### config.mk
export PLATFORM = sky130hd
export DESIGN_NAME = aud_dsp
export DESIGN_NICKNAME = d
export VERILOG_FILES = /design/src/rtl/aud_dsp.sv
export SDC_FILE = /design/constraint.sdc
export NUM_CORES = 1
export LEC_CHECK = 0
export ABC_AREA = 1
export ABC_CLOCK_PERIOD_IN_PS = 98200
export BUFFER_PORTS_ARGS = -buffer_cell sky130_fd_sc_hd__buf_2
export CAP_MARGIN = 20
export CELL_PAD_IN_SITES_DETAIL_PLACEMENT = 2
export CELL_PAD_IN_SITES_GLOBAL_PLACEMENT = 2
export CORE_MARGIN = 2
export CORE_UTILIZATION = 35
export DETAILED_ROUTE_END_ITERATION = 7
export PLACE_DENSITY_LB_ADDON = 0.25
export SLEW_MARGIN = 10
export SYNTH_ARGS = -nofsm -noshare
export SYNTH_HDL_FRONTEND = slang
export SYNTH_SLANG_ARGS = --single-unit
### constraint.sdc
create_clock -name i_clk -period 98.2 [get_ports i_clk]
set_clock_uncertainty 0.2 [all_clocks]
set_input_delay 4.91 -clock i_clk [delete_from_list [all_inputs] [get_ports i_clk]]
set_output_delay 4.91 -clock i_clk [all_outputs]
set_load 0.1 [all_outputs]
### src/rtl/aud_dsp.sv
// Sample-rate shaping stage ahead of the I2S DAC player: fetches PCM from SRAM once per
// LRCK period and emits normal, fast, slow-repeat or slow-interpolated samples.
module aud_dsp (
  input  logic        i_clk,
  input  logic        i_rst,
  input  logic        i_start,
  input  logic        i_pause,
  input  logic        i_stop,
  input  logic        i_fast,
  input  logic        i_slow_0,
  input  logic        i_slow_1,
  input  logic [2:0]  i_speed,
  input  logic        i_daclrck,
  input  logic [19:0] i_end_addr,
  output logic [19:0] o_sram_addr,
  input  logic [15:0] i_sram_data,
  output logic [15:0] o_dac_data,
  output logic        o_en,
  output logic        o_done,
  output logic [2:0]  dbg_state
);

  typedef enum logic [2:0] {
    S_IDLE, S_WAIT, S_FETCH, S_CAPTURE, S_CALC, S_PAUSE
  } state_t;

  typedef enum logic [1:0] {M_NORM, M_FAST, M_REP, M_INT} mode_t;

  state_t             state, state_n;
  mode_t              mode_q, mode_in, mode_e;
  logic [2:0]         nm1_q, nm1_in, nm1_e;
  logic               lrck_q;
  logic [19:0]        addr;
  logic               ovf;
  logic [2:0]         k;
  logic signed [15:0] prev, cur, dac;

  logic [3:0]         n_e, step;
  logic [20:0]        addr_sum;
  logic               past_end, lrck_fall, k_last;
  logic signed [16:0] diff;
  logic signed [19:0] prod, n_s, quot;
  logic signed [15:0] interp;

  // Mode and rate come straight from the pins at the start of a sample (k == 0),
  // otherwise from the copy latched when that sample began.
  always_comb begin
    mode_in = M_NORM;
    if (i_fast)        mode_in = M_FAST;
    else if (i_slow_1) mode_in = M_INT;
    else if (i_slow_0) mode_in = M_REP;
    nm1_in   = (mode_in == M_NORM) ? 3'd0 : i_speed;
    mode_e   = (k == 3'd0) ? mode_in : mode_q;
    nm1_e    = (k == 3'd0) ? nm1_in : nm1_q;
    n_e      = {1'b0, nm1_e} + 4'd1;
    step     = (mode_e == M_REP || mode_e == M_INT) ? 4'd1 : n_e;
    addr_sum = {1'b0, addr} + {17'd0, step};
    past_end = ovf || (addr > i_end_addr);
    lrck_fall = lrck_q && !i_daclrck;
    k_last   = (k == nm1_e);
    diff     = {cur[15], cur} - {prev[15], prev};
    prod     = 20'(diff) * $signed({17'd0, k});
    n_s      = $signed({16'd0, n_e});
    quot     = prod / n_s;
    interp   = prev + quot[15:0];
  end

  always_comb begin
    state_n = state;
    case (state)
      S_IDLE:    if (i_start) state_n = S_WAIT;
      S_WAIT: begin
        if (i_pause)        state_n = S_PAUSE;
        else if (lrck_fall) state_n = (k == 3'd0) ? S_FETCH : S_CALC;
      end
      S_FETCH:   state_n = S_CAPTURE;
      S_CAPTURE: state_n = past_end ? S_IDLE : S_CALC;
      S_CALC:    state_n = i_pause ? S_PAUSE : S_WAIT;
      S_PAUSE:   if (i_start && !i_pause) state_n = S_WAIT;
      default:   state_n = S_IDLE;
    endcase
    if (i_stop) state_n = S_IDLE;
  end

  always_ff @(posedge i_clk or posedge i_rst) begin
    if (i_rst) begin
      state  <= S_IDLE;
      lrck_q <= 1'b0;
      addr   <= '0;
      ovf    <= 1'b0;
      k      <= '0;
      prev   <= '0;
      cur    <= '0;
      dac    <= '0;
      mode_q <= M_NORM;
      nm1_q  <= '0;
    end else begin
      state  <= state_n;
      lrck_q <= i_daclrck;
      if (state_n == S_IDLE) begin
        addr   <= '0;
        ovf    <= 1'b0;
        k      <= '0;
        prev   <= '0;
        cur    <= '0;
        dac    <= '0;
        mode_q <= M_NORM;
        nm1_q  <= '0;
      end else if (state == S_CAPTURE) begin
        prev <= cur;
        cur  <= i_sram_data;
      end else if (state == S_CALC) begin
        if (k == 3'd0) begin
          mode_q <= mode_in;
          nm1_q  <= nm1_in;
        end
        if (mode_e == M_NORM || mode_e == M_FAST) begin
          dac  <= cur;
          addr <= addr_sum[19:0];
          ovf  <= ovf | addr_sum[20];
        end else begin
          dac <= (mode_e == M_INT) ? interp : cur;
          if (k_last) begin
            k    <= '0;
            addr <= addr_sum[19:0];
            ovf  <= ovf | addr_sum[20];
          end else begin
            k <= k + 3'd1;
          end
        end
      end
    end
  end

  // Done and enable are combinational on state so a past-end CAPTURE drops o_en in the same cycle.
  assign o_done      = (state == S_CAPTURE) && past_end;
  assign o_en        = (state == S_WAIT) || (state == S_FETCH) || (state == S_CALC) ||
                       ((state == S_CAPTURE) && !past_end);
  assign o_dac_data  = (state == S_PAUSE || state == S_IDLE) ? 16'd0 : dac;
  assign o_sram_addr = addr;
  assign dbg_state   = state;

endmodule

; ---- After elaboration in Yosys (flattened, before gate mapping)
; Cells that the tools add are included.
[totals]
output_inout_bits = 41
register_bits = 81
input_bits = 48
[op_classes]
n_div = 1
add_sub_neg = 5
n_reduce_logical = 25
mux = 47
n_mul = 1
magnitude_cmp = 1
bitwise_logic = 1
eq_ne = 11
[op_table]
columns = op, count
row1 = $mux 16, 10
row2 = $mux 20, 5
row3 = $mux 3, 18
row4 = $add 20x4->21, 1
row5 = $div 20x5->20, 1
row6 = $gt 20x20->1, 1
row7 = $mul 17x4->20, 1
row8 = $pmux 3 s6, 1
row9 = $sub 16x16->17, 1
row10 = $add 16x16->16, 1
row11 = $mux 2, 7
row12 = $logic_not 3->1, 3
row13 = $logic_or 1x1->1, 7
row14 = $eq 3x2->1 const B, 2
row15 = $eq 3x3->1 const B, 2
row16 = $reduce_and 3->1, 2
row17 = $mux 1, 5
row18 = $add 3x1->4 const B, 1
row19 = $eq 2x2->1 const B, 2
row20 = $logic_and 1x1->1, 4
row21 = $logic_not 2->1, 2
row22 = $mux 4, 1
row23 = $ne 2x2->1 const B, 2
row24 = $reduce_bool 2->1, 2
row25 = 8 further kinds, 10

; ---- Longest topological paths before layout
[logic_depth]
ltp_word = 15
depth_mapped = 280

; ---- Worst setup path before layout
; No wires, ideal clock.
[synth_timing]
kind = in2reg
startpoint = input i_slow_0
endpoint = register dac[15]
setup_slack_ns = 59.978
cell_stages = 247
setup_time_ns = 0.117
arrival_time_ns = 37.905
path_cell_list = nor2_1 > inv_1 > or2_1 > a31oi_2 > inv_1 > ha_1 > xor2_1 > inv_2 > nand2_1 > nor2_1 > nand2_1 > a21boi_0 > ha_1 > o21ai_0 > a21oi_2 > inv_1 > or2_2 > nand2_1 > [211 not listed] > a21oi_1 > nor2_1 > nor2_1 > o21bai_1 > a21oi_1 > o21bai_1 > a21oi_1 > o21bai_1 > nand2_1 > nand2_1 > a21oi_1 > xor2_1 > xor2_1 > inv_1 > nand2_1 > nand3_1 > nand2_1 > nand2_1
[synth_via]
elab_chain_len = 14
elab_cells_between_ends = 19
[synth_lines]
columns = item, line
row1 = start: declaration, 10  ; input logic i_slow_0,
row2 = $mux 2 *, 51  ; else if (i_slow_0) mode_in = M_REP;
row3 = $mux 2 *, 50  ; else if (i_slow_1) mode_in = M_INT;
row4 = $mux 2 *, 49  ; if (i_fast) mode_in = M_FAST;
row5 = $logic_not 2->1, 52  ; nm1_in = (mode_in == M_NORM) ? 3'd0 : i_speed;
row6 = $mux 3, 52
row7 = $mux 3, --
row8 = $add 3x1->4, 55  ; n_e = {1'b0, nm1_e} + 4'd1;
row9 = $div 20x5->20, 64  ; quot = prod / n_s;
row10 = $add 16x16->16, 65  ; interp = prev + quot[15:0];
row11 = $mux 16, 122  ; dac <= (mode_e == M_INT) ? interp : cur;
row12 = $mux 16 *, 117  ; if (mode_e == M_NORM || mode_e == M_FAST) begin
row13 = $mux 16 *, 112  ; end else if (state == S_CALC) begin
row14 = $mux 16 *, 109  ; end else if (state == S_CAPTURE) begin
row15 = $mux 16 *, 100  ; if (state_n == S_IDLE) begin
row16 = end signal: assignment, 118  ; dac <= cur;
row17 = end signal: assignment, 122
row18 = end: declaration, 36  ; logic signed [15:0] prev, cur, dac;
; Mark *: on every way between the ends. The rest lies on a longest branch, timed or not. The select of a mux whose other input is x is not followed.
; A chain may end at the register's enable or synchronous reset.

; ---- Worst setup path in the final report
; Ends and elaborated chain as after synthesis.

==> metrics <==
CTS buffer count 9; Post-CTS Setup Bufs 0; Die H 219.9 µm; most common cell in the netlist nand2_1; worst slew pin tran 1.067 ns; hold_ws 0.3383 ns; root buffer cell clkbuf_16; PortBufs 88; Post-synth top flop dfrtp_1; post-route ant nets 0; area share of the largest cell type after synthesis between 15 and 20%; cell area after synthesis 16,320 µm²; Final Core Density 38.27%; fmax roughly 22 MHz; Core Area 46,260 µm²; worst endpoint required time 98.24 ns; antenna violations before repair 3; Remaining Overflow, GRT 0; Synth area leaders nand2_1, ha_1, dfrtp_1; clk buf depth 2; Hold Buf Count CTS 0; async set-reset flop share out of synthesis 100.0%; max incr delay on CP 0.56 ns; Avg Inst Size Synth just under 6 µm²; hpwl dp 50.92 mm; GPL Wtd Cong around 0.86; IO Pins between 80 and 90; Clk Latency, worst-skew pair 0.35 ns; post-CTS sizing 0; Hold Violations, Final 0; Syn Nets 2,984; Fillers 6,014; Vias 17,910; register area 2027 µm²; Slew headroom 28.69%; first-pass GRT wire length 100.8 mm; Clock Sinks 81; share of cells above drive strength 1 10.10%; Post-synth EDFFs 0; vias in the first global route 19,970; largest net degree at the start of global routing 53; Die X-Extent between 200 and 250 µm; status finished, final reports clean; max-slew violations 0; Final Critical Period 45.79 ns; DR vias/cell 5.222; Setup WS post-layout between 50 and 60 ns; RSZ-0062 raised after global routing no; Worst-path clk slew 0.07 ns; # setup viols final 0; detailed-route DRC error count 0; routed len/inst 17.69 µm; Cells after Synth 2,745; element type at the critical path end flop; register area share after synthesis 12.42%; worst slack, placed between 50 and 60 ns; Setup crit start kind input pin; H-tree level count 3; row cnt just under 80; CP max stage cell a21oi_1; CTS tree done; Crit Path Class input pin to flop; Fin Setup TNS 0 ns; most frequent CP cell nand2_1; synth warn 0; period utilization between 40 and 50%; Initial Util between 30% and 40%; antenna cells 0; Max-Cap Viols 0; router iterations before antenna repair 5; Synth top cells by count nand2_1, inv_1, nor2_1; die area slightly below 50,000 µm²; Hold Path Class flop to flop; unique cell type count in the Yosys netlist 61; area occupied by multi-input gates 12,030 µm²; Detailed Route WL around 60 mm; nets 3,057; FF+latch count, synth 81; Yosys top cell by area nand2_1; Max FO, Critical Path 24; Data arrival, critical path approximately 46 ns; Area growth syn-to-layout 8.496%; initial DRC count 543; gr usage total between 20% and 30%
## sequential cells by signal, indices dropped and copies added (netlist names), 2 cells and up
signal,cells
cur,16
dac,16
dbg_state,3
k,3
mode_q,2
nm1_q,3
o_sram_addr,20
prev,16
## placed cells by master (no fill, tap or decap), types with 54 or more instances in the layout
master and n:
inv_1 507, buf_2 88, nor2_1 282, dfrtp_1 81, a21oi_1 96, o21ai_0 120, ha_1 171, nand4_1 54
nand3_1 217, nand2_1 694, xor2_1 84
## worst paths after layout
path                            slack (ns)  depth (start not counted)  endpoint     start
worst min register to register        0.34                          2       ovf       ovf
min in group asynchronous             4.41                          2    dac[0]     i_rst
worst min-delay path                  0.34                          2       ovf       ovf
worst max-delay path                 52.41                        242   dac[15]  i_slow_0
worst max register to register       53.00                        264   dac[15]   prev[1]
max in group asynchronous            92.25                          3  prev[11]     i_rst
## stage by stage
stage	cell area [µm²]	cells
6_report	17700	3430
5_1_grt	17700	3430
4_1_cts	17700	3430
3_5_place_dp	17370	3414
3_3_place_gp	17370	3414
2_1_floorplan	16320	2745
## cells by family after synthesis
kind of cell             share of synthesized area, %
XOR/XNOR                                        5.690
buffers and inverters                           13.85
adder cells (fa/ha/maj)                         15.57
AND/OR/NAND/NOR                                 39.83
AO/OA/AOI/OAI                                   12.64
flip-flops                                      12.42
## per-layer routing
layer | wire (µm) | GRT usage [%] | part of all wire, %
met5 | 26 | 0 | 0.043
met4 | 1094 | 5.101 | 1.8
met2 | 32220 | 49.83 | 53
met3 | 833 | 1.794 | 1.4
met1 | 26510 | 29.88 | 44
## layout make-up
type	instances	share of cell area [%]
Multi-Input combinational cell	2082	67.96
Sequential cell	81	11.45
Clock buffer	12	1.449
Clock inverter	4	0.4241
Inverter	549	11.65
Timing Repair Buffer	95	2.785
Tap cell	607	4.290
## worst max-delay path, delay by kind of cell
family	cells	cell delay, ns
adder cells (fa/ha/maj)	22	6.41
XOR/XNOR	3	0.58
buffers and inverters	44	5.44
AND/OR/NAND/NOR	106	16.41
AO/OA/AOI/OAI	67	12.05
Power is left out: the tool's default activity adds up to more than one toggle a clock period on the data nets, which glitch-free logic cannot reach.
